File: config.mk
export PLATFORM = sky130hd
export DESIGN_NAME = decode_issue_queue
export DESIGN_NICKNAME = d
export VERILOG_FILES = /design/src/rtl/decode_issue_queue.sv
export SDC_FILE = /design/constraint.sdc
export NUM_CORES = 1
export LEC_CHECK = 0
export CORE_ASPECT_RATIO = 1.25
export CORE_MARGIN = 3
export CORE_UTILIZATION = 43
export CTS_CLUSTER_DIAMETER = 200
export DETAILED_ROUTE_END_ITERATION = 16
export DONT_BUFFER_PORTS = 1
export HOLD_SLACK_MARGIN = 0.02
export SLEW_MARGIN = 20
export SYNTH_ARGS = -nofsm -noshare
export SYNTH_HDL_FRONTEND = slang
export SYNTH_SLANG_ARGS = --single-unit
File: constraint.sdc
create_clock -name clk_i -period 6.02 [get_ports clk_i]
set_input_delay 1.204 -clock clk_i [delete_from_list [all_inputs] [get_ports clk_i]]
set_output_delay 1.204 -clock clk_i [all_outputs]
set_load 0.02 [all_outputs]
File: src/rtl/decode_issue_queue.sv
// In-order decode-to-issue queue with a branch-resolution gate on issue.
// Optional DECODE_ISSUE_QUEUE_BYPASS_EN adds a zero-latency bypass when the queue is empty.
module decode_issue_queue #(
    parameter type               cva6_cfg_t         = logic [31:0],
    parameter cva6_cfg_t         CVA6Cfg            = '0,
    parameter type               scoreboard_entry_t = logic [63:0],
    parameter int unsigned       DEPTH              = 4,
    localparam int unsigned      CNT_W              = $clog2(DEPTH + 1)
) (
    input  logic              clk_i,
    input  logic              rst_i,
    input  logic              flush_i,
    input  scoreboard_entry_t instr_i,
    input  logic              instr_is_ctrl_flow_i,
    input  logic              instr_valid_i,
    output logic              instr_ready_o,
    output scoreboard_entry_t decoded_instr_o,
    output logic              decoded_instr_valid_o,
    output logic              is_ctrl_flow_o,
    input  logic              decoded_instr_ack_i,
    input  logic              resolve_branch_i,
    output logic [CNT_W-1:0]  count_o,
    output logic              wait_branch_o
);

    localparam int unsigned PTR_W = (DEPTH > 1) ? $clog2(DEPTH) : 1;

    typedef enum logic [0:0] {StIdle, StWaitResolve} state_e;

    state_e            state_q, state_d;
    logic [PTR_W-1:0]  rd_ptr_q, rd_ptr_d, wr_ptr_q, wr_ptr_d;
    logic [CNT_W-1:0]  count_q, count_d;
    scoreboard_entry_t mem_q [DEPTH];
    logic [DEPTH-1:0]  ctrl_q;

    logic gate_open, bypass_active, head_ctrl;
    logic push, pop, store_push, store_pop;
    logic unused_cfg;

    assign unused_cfg = ^CVA6Cfg;

    assign instr_ready_o = (count_q != CNT_W'(DEPTH));
    assign push          = instr_valid_i & instr_ready_o & ~flush_i;
    assign count_o       = count_q;

    // FSM output process
    always_comb begin
        gate_open     = 1'b0;
        wait_branch_o = 1'b0;
        unique case (state_q)
            StIdle:        gate_open     = 1'b1;
            StWaitResolve: wait_branch_o = 1'b1;
            default:       gate_open     = 1'b0;
        endcase
    end

    always_comb begin
        decoded_instr_o       = mem_q[rd_ptr_q];
        head_ctrl             = ctrl_q[rd_ptr_q];
        decoded_instr_valid_o = gate_open & (count_q != '0);
        bypass_active         = 1'b0;
`ifdef DECODE_ISSUE_QUEUE_BYPASS_EN
        if (gate_open && (count_q == '0) && instr_valid_i) begin
            bypass_active         = 1'b1;
            decoded_instr_o       = instr_i;
            head_ctrl             = instr_is_ctrl_flow_i;
            decoded_instr_valid_o = 1'b1;
        end
`endif
        // Storage is not reset, so mask the flag while nothing is presented.
        is_ctrl_flow_o = decoded_instr_valid_o & head_ctrl;
    end

    assign pop = decoded_instr_valid_o & decoded_instr_ack_i & ~flush_i;

    // A bypassed entry consumed in the same cycle never touches storage.
    assign store_push = push & ~(bypass_active & decoded_instr_ack_i);
    assign store_pop  = pop & ~bypass_active;

    always_comb begin
        rd_ptr_d = rd_ptr_q;
        wr_ptr_d = wr_ptr_q;
        count_d  = count_q;
        if (flush_i) begin
            rd_ptr_d = '0;
            wr_ptr_d = '0;
            count_d  = '0;
        end else begin
            if (store_push) wr_ptr_d = wr_ptr_q + PTR_W'(1);
            if (store_pop)  rd_ptr_d = rd_ptr_q + PTR_W'(1);
            if (store_push && !store_pop)      count_d = count_q + CNT_W'(1);
            else if (!store_push && store_pop) count_d = count_q - CNT_W'(1);
        end
    end

    // FSM next-state process
    always_comb begin
        state_d = state_q;
        if (flush_i) begin
            state_d = StIdle;
        end else begin
            unique case (state_q)
                StIdle:        if (pop && is_ctrl_flow_o) state_d = StWaitResolve;
                StWaitResolve: if (resolve_branch_i) state_d = StIdle;
                default:       state_d = StIdle;
            endcase
        end
    end

    // FSM state register and pointers
    always_ff @(posedge clk_i or posedge rst_i) begin
        if (rst_i) begin
            state_q  <= StIdle;
            rd_ptr_q <= '0;
            wr_ptr_q <= '0;
            count_q  <= '0;
        end else begin
            state_q  <= state_d;
            rd_ptr_q <= rd_ptr_d;
            wr_ptr_q <= wr_ptr_d;
            count_q  <= count_d;
        end
    end

    always_ff @(posedge clk_i) begin
        if (store_push) begin
            mem_q[wr_ptr_q]  <= instr_i;
            ctrl_q[wr_ptr_q] <= instr_is_ctrl_flow_i;
        end
    end

endmodule

==> results of run 1 <==
-- sequential cells by signal (all words and copies together), names as in the netlist --
register  cells
mem_q       256
ctrl_q        4
wr_ptr_q      2
state_q       1
count_o       3
rd_ptr_q      2
-- synth_stat cells (all sizes together) (3+ instances only) --
library cell and number:
clkbuf 3, inv 6, mux4 65, buf 13, xnor2 3, nor2 12
and2 5, a21oi 3, ha 4, edfxtp 260, dfrtp 8
-- placed cells by master (no fill, tap or decap), drive strengths merged --
master      n
dfrtp       8
edfxtp    260
mux4       65
o21ai       2
fa          1
bufinv      1
o32a        1
nor3        2
nor2       12
a2111oi     1
xnor2       3
nand4b      1
a21oi       3
or2         1
nand2b      1
nor3b       1
buf         2
clkbuf     33
nand3       1
clkinv      9
inv         6
and2        5
nor2b       1
mux2        2
clkinvlp    2
nand2       2
xor2        1
or3b        2
ha          4
-- layout make-up --
type	count	area share [%]
clock inverters	12	0.770
repair buffers	2	0.249
clock buffers	33	6.32
well taps	283	3.20
multi-input cells	112	16.7
inverters	6	0.204
flip-flops and latches	268	72.5
-- final timing paths --
path	slack, ps	cells after the start	end	start
min reg2reg	570	2	wr_ptr_q[1]	wr_ptr_q[1]
max in group asynchronous	5210	1	rd_ptr_q[0]	rst_i
max	2450	3	is_ctrl_flow_o	rd_ptr_q[0]
min in group clk_i	570	2	wr_ptr_q[1]	wr_ptr_q[1]
max reg2reg	3460	4	mem_q[1][32]	count_o[2]
min	530	1	state_q	rst_i
-- critical path, cell delays in order, from the launching register on --
cell	delay, ps
dfrtp_4	750
buf_12	300
mux4_2	560
and2_1	230
-- power by group through the flow --
stage	Sequential, W	Combinational, W	Clock, W
floorplan	0.00226	0.000878	0
global placement	0.00240	0.000872	0
detailed placement	0.00241	0.000886	0
CTS	0.00237	0.000890	0.00154
global route	0.00233	0.000985	0.00162
finish	0.00231	0.000925	0.00149
-- kinds of logic (layout without fill, tap and decap cells) --
family          after synthesis  count (layout)
fa+ha+maj                     5               5
simple gates                 29              29
xor+xnor                      4               4
buf+inv                      22              53
mux                          67              67
flops                       268             268
compound gates                7               7
-- per-stage QoR --
step	setup WS, ps	cell area, um^2	hold slack, ps	total power, W	util (%)
3_5_place_dp	2480	10200	570	0.00329	45.5
4_1_cts	1900	11000	506	0.00479	49.0
6_report	2450	11000	529	0.00473	49.1
2_1_floorplan	2630	9950	543	0.00314	-
5_1_grt	2260	11000	522	0.00494	49.1
3_3_place_gp	2490	10200	547	0.00327	45.5
-- metal layers --
| metal | share of wire (%) | wire length [um] |
|---|---|---|
| met1 | 36 | 6160 |
| met2 | 54 | 9210 |
| met4 | 1.7 | 296 |
| met5 | 0 | 0 |
| met3 | 8.2 | 1410 |
==> results_dict.tcl, run 1 <==
set metrics [dict create \
    clock-sinks 268 \
    clk_path_buf_depth 3 \
    muxShareOfSynthArea_pct 15.0 \
    fin_skew_ps 14.6 \
    core_mm2 0.0225 \
    ys_types 32 \
    maxCapViolations 0 \
    io_buffers 0 \
    grt_pass1_wl_um 26100 \
    syn_inst 402 \
    place_inst 670 \
    num-fill-cells 1775 \
    finish.net_count 492 \
    ios 142 \
    synth_edf_count 260 \
    cts-resized-gates 0 \
    track_usage_pct 13.7 \
    wl_per_cell_um 23.9 \
    gr-usage-met3_pct 4.82 \
    yosysTopAreaCellShare_pct 78.4 \
    cp_max_fo 27 \
    internal_power_w 0.00343 \
    p_clk_share_pct 31.5 \
    synthAdderAreaFrac_pct 0.704 \
    synth-main-ff-cell "edfxtp_1" \
    post-route-drc-count 0 \
    met1_usage_pct 15.6 \
    vdd_drop_max_mv 0.239 \
    finalSetupViolCount 0 \
    grt_max_degree 67 \
    postCtsSetupBuffers 0 \
    antenna_found_initial 0 \
    dp_hpwl_um 9410 \
    switching_power_w 0.00130 \
    cts_buffers 26 \
    maxSlewViolCount 0 \
    synth_top_family_by_area "multiplexers" \
    hold_path.class "in -> async" \
    syn_area_per_cell_um2 24.8 \
    worst_pin_slew_ps 1050 \
    cts_root_buffer "clkbuf_16" \
    routed_wl_um 17100 \
    dr.pass1.iters 5 \
    first_global_vias 4455 \
    num_vias 3953 \
    synth-xor-area-share_pct 0.540 \
    synth-seq-area-share_pct 80.4 \
    grt.busiest_layer "met2" \
    slew_headroom_pct 30.0 \
    p_leak_nw 3.36 \
    swShare_pct 27.5 \
    worstSetupPathType "reg -> out" \
    critPathLaunchType "register" \
    synth_compound_area_share_pct 0.452 \
    synth_fp_nets 478 \
    htree_levels 1 \
    hold_buffers 0 \
    start_util_pct 44.2 \
    multi_input_area_mm2 0.00185 \
    outcome "completed" \
    ant_nets 0 \
    powerDensity_mw_per_mm2 428 \
    overflow 0 \
    dieWidth_um 142 \
    setup-tns-final_ps 0 \
    area_growth_pct 11.0 \
    place.gp.congestion 0.727 \
    clk_pin_slew_worst_paths_ps 60 \
    min_period_ps 3570 \
    async_reset_ff_share_pct 2.99 \
    combPwrFrac_pct 19.6 \
    pwr-share-seq_pct 48.9 \
    rsz0062_at_grt "false" \
    antenna_cells 0 \
    layout_worst_path_cycle_share_pct 59.3 \
    seq_area_mm2 0.00802 \
    yosysTopAreaCell "edfxtp_1" \
    vias_per_cell 5.52 \
    synthesis.area_mm2 0.00995 \
    synthTopCellsByArea "edfxtp_1 (78%), mux4_2 (15%), dfrtp_1 (2.0%)" \
    grtUsageMet2_pct 24.4 \
    crit_required_ps 4820 \
    drt_iter0_markers 182 \
    arrival_ps 2370 \
    clk_latency_ps 520 \
    fp-row-count 61 \
    ys_seq_elements 268 \
    finalHoldViolCount 0 \
    ys_warn_count 0 \
    cts_tree "done" \
    synthSimpleGateAreaFrac_pct 1.73 \
    layout-drive-gt1-share_pct 26.8 \
    fmax_mhz 280 \
    worstSetupEndpointType "primary output" \
    die-area_mm2 0.0250 \
    final_cell_count_no_fill 716 \
    fp.dieH_um 176 \
]
Power figures use the tool's default switching activity.
==> run 2: changes to the inputs <==
==> constraint.sdc (replaced) <==
create_clock -name clk_i -period 3.6 [get_ports clk_i]
set_input_delay 0.72 -clock clk_i [delete_from_list [all_inputs] [get_ports clk_i]]
set_output_delay 0.72 -clock clk_i [all_outputs]
set_load 0.02 [all_outputs]
==> run 2 against run 1 <==
Effect of this change:
- clock skew shrank 6.7 ps
- routed wire length grew 4.9%
- total power grew 74%
- sequential power grew 64%
- critical path depth shrank 1
- core utilization grew 0.90 points
- sequential share of layout area shrank 1.3 points
- cell area grew 1.8%
- setup slack lost 1700 ps
- highest routed layer unchanged
==> results_dict.tcl, run 2 (same netlist as run 1, synthesis figures left out) <==
set metrics [dict create \
    outcome "completed" \
    cts_buffers 27 \
    core_mm2 0.0225 \
    fp-row-count 61 \
    worstSetupPathType "reg -> out" \
    hold_path.class "in -> async" \
    antenna_found_initial 0 \
    cp_max_fo 38 \
    fmax_mhz 354 \
    antenna_cells 0 \
    cts_root_buffer "clkbuf_16" \
    die-area_mm2 0.0250 \
    postCtsSetupBuffers 0 \
    clk_latency_ps 520 \
    vias_per_cell 5.59 \
    fin_skew_ps 7.85 \
    vdd_drop_max_mv 0.419 \
    cts_tree "done" \
    grt_max_degree 40 \
    finalSetupViolCount 0 \
    timing.hold.ws_ps 50.3 \
    ios 142 \
    num_vias 4049 \
    dieWidth_um 142 \
    worst_pin_slew_ps 635 \
    arrival_ps 2110 \
    place.gp.congestion 0.790 \
    track_usage_pct 14.3 \
    clock-sinks 268 \
    first_global_vias 4430 \
    place_inst 676 \
    layout-drive-gt1-share_pct 27.7 \
    final_common_cell "edfxtp_1" \
    crit_slowest_cell "dfrtp_4" \
    start_util_pct 44.2 \
    crit_chain "buf_12, mux4_2" \
    largest-register "mem_q" \
    wl_per_cell_um 24.7 \
    grt_pass1_wl_um 27200 \
    cts-resized-gates 0 \
    crit_required_ps 2880 \
    post-route-drc-count 0 \
    routed_wl_um 17900 \
    largest_register_ffs 256 \
    worstSetupEndpointType "primary output" \
    dp_hpwl_um 10800 \
    powerDensity_mw_per_mm2 730 \
    ant_nets 0 \
    fp.dieH_um 176 \
    finish.net_count 498 \
    design_area_mm2 0.0113 \
    area_growth_pct 13.0 \
    hold_buffers 0 \
    min_period_ps 2830 \
    final_cell_count_no_fill 724 \
    io_buffers 0 \
    clk_pin_slew_worst_paths_ps 60 \
    critPathLaunchType "register" \
    maxSlewViolCount 0 \
    rsz0062_at_grt "false" \
    num-fill-cells 1758 \
    clk_path_buf_depth 3 \
    p_leak_nw 3.44 \
    setup-tns-final_ps 0 \
    drt_iter0_markers 173 \
    htree_levels 1 \
    overflow 0 \
    final_cell_mix "edfxtp_1 (260), mux4_2 (65), clkbuf_16 (27)" \
    maxCapViolations 0 \
    slowest_delay_ps 840 \
    finalPower_w 0.00821 \
    layout_worst_path_cycle_share_pct 78.5 \
    finalHoldViolCount 0 \
    slew_headroom_pct 57.6 \
    dr.pass1.iters 4 \
    place_area_mm2 0.0104 \
]
## run 2: cell type report
class | instances | area, um^2 | share of cell area (%)
Sequential cell | 268 | 8020 | 71.2
Multi-Input combinational cell | 112 | 1850 | 16.4
Clock buffer | 32 | 694 | 6.17
Tap cell | 283 | 354 | 3.15
Clock inverter | 16 | 179 | 1.59
Timing Repair Buffer | 7 | 140 | 1.25
Inverter | 6 | 22.5 | 0.200
## run 2: power by group
| part | switching [W] | internal (W) | total (W) |
|---|---|---|---|
| logic | 0.00102 | 0.000672 | 0.00170 |
| clock network | 0.00108 | 0.00165 | 0.00274 |
| registers | 0.000128 | 0.00365 | 0.00378 |
| total | 0.00223 | 0.00598 | 0.00821 |
## run 2: per-layer routing
| layer | track usage [%] | wire length (um) | vias up | part of all wire (%) |
|---|---|---|---|---|
| met4 | 4.24 | 407 | 0 | 2.3 |
| met1 | 17.3 | 6940 | 2149 | 39 |
| met2 | 24.3 | 9120 | 128 | 51 |
| met5 | 0 | 0 | - | 0 |
| met3 | 5.01 | 1450 | 31 | 8.1 |
| li1 | - | - | 1741 | - |
## run 2: final timing paths
| kind | end | cells after the start | slack (ps) | startpoint |
|---|---|---|---|---|
| max | decoded_instr_o[3] | 2 | 770 | rd_ptr_q[1] |
| min | count_o[1] | 1 | 50 | rst_i |
| max reg2reg | count_o[2] | 8 | 1100 | count_o[2] |
| min reg2reg | wr_ptr_q[1] | 2 | 570 | wr_ptr_q[1] |
| max in group asynchronous | rd_ptr_q[1] | 1 | 3270 | rst_i |
| min in group clk_i | rd_ptr_q[0] | 1 | 270 | flush_i |
## run 2: per-stage QoR
stage / worst slack, ps / utilization, %
after CTS: 685 / 50.0
after detailed placement: 1110 / 46.1
final: 773 / 50.0
after global routing: 670 / 50.0
after floorplan: 548 / -
after global placement: 1210 / 46.1
## run 2: critical path, delay by kind of cell, from the launching register on
kind | cells | cell delay, ps
mux | 1 | 440
flops | 1 | 840
buf+inv | 1 | 310
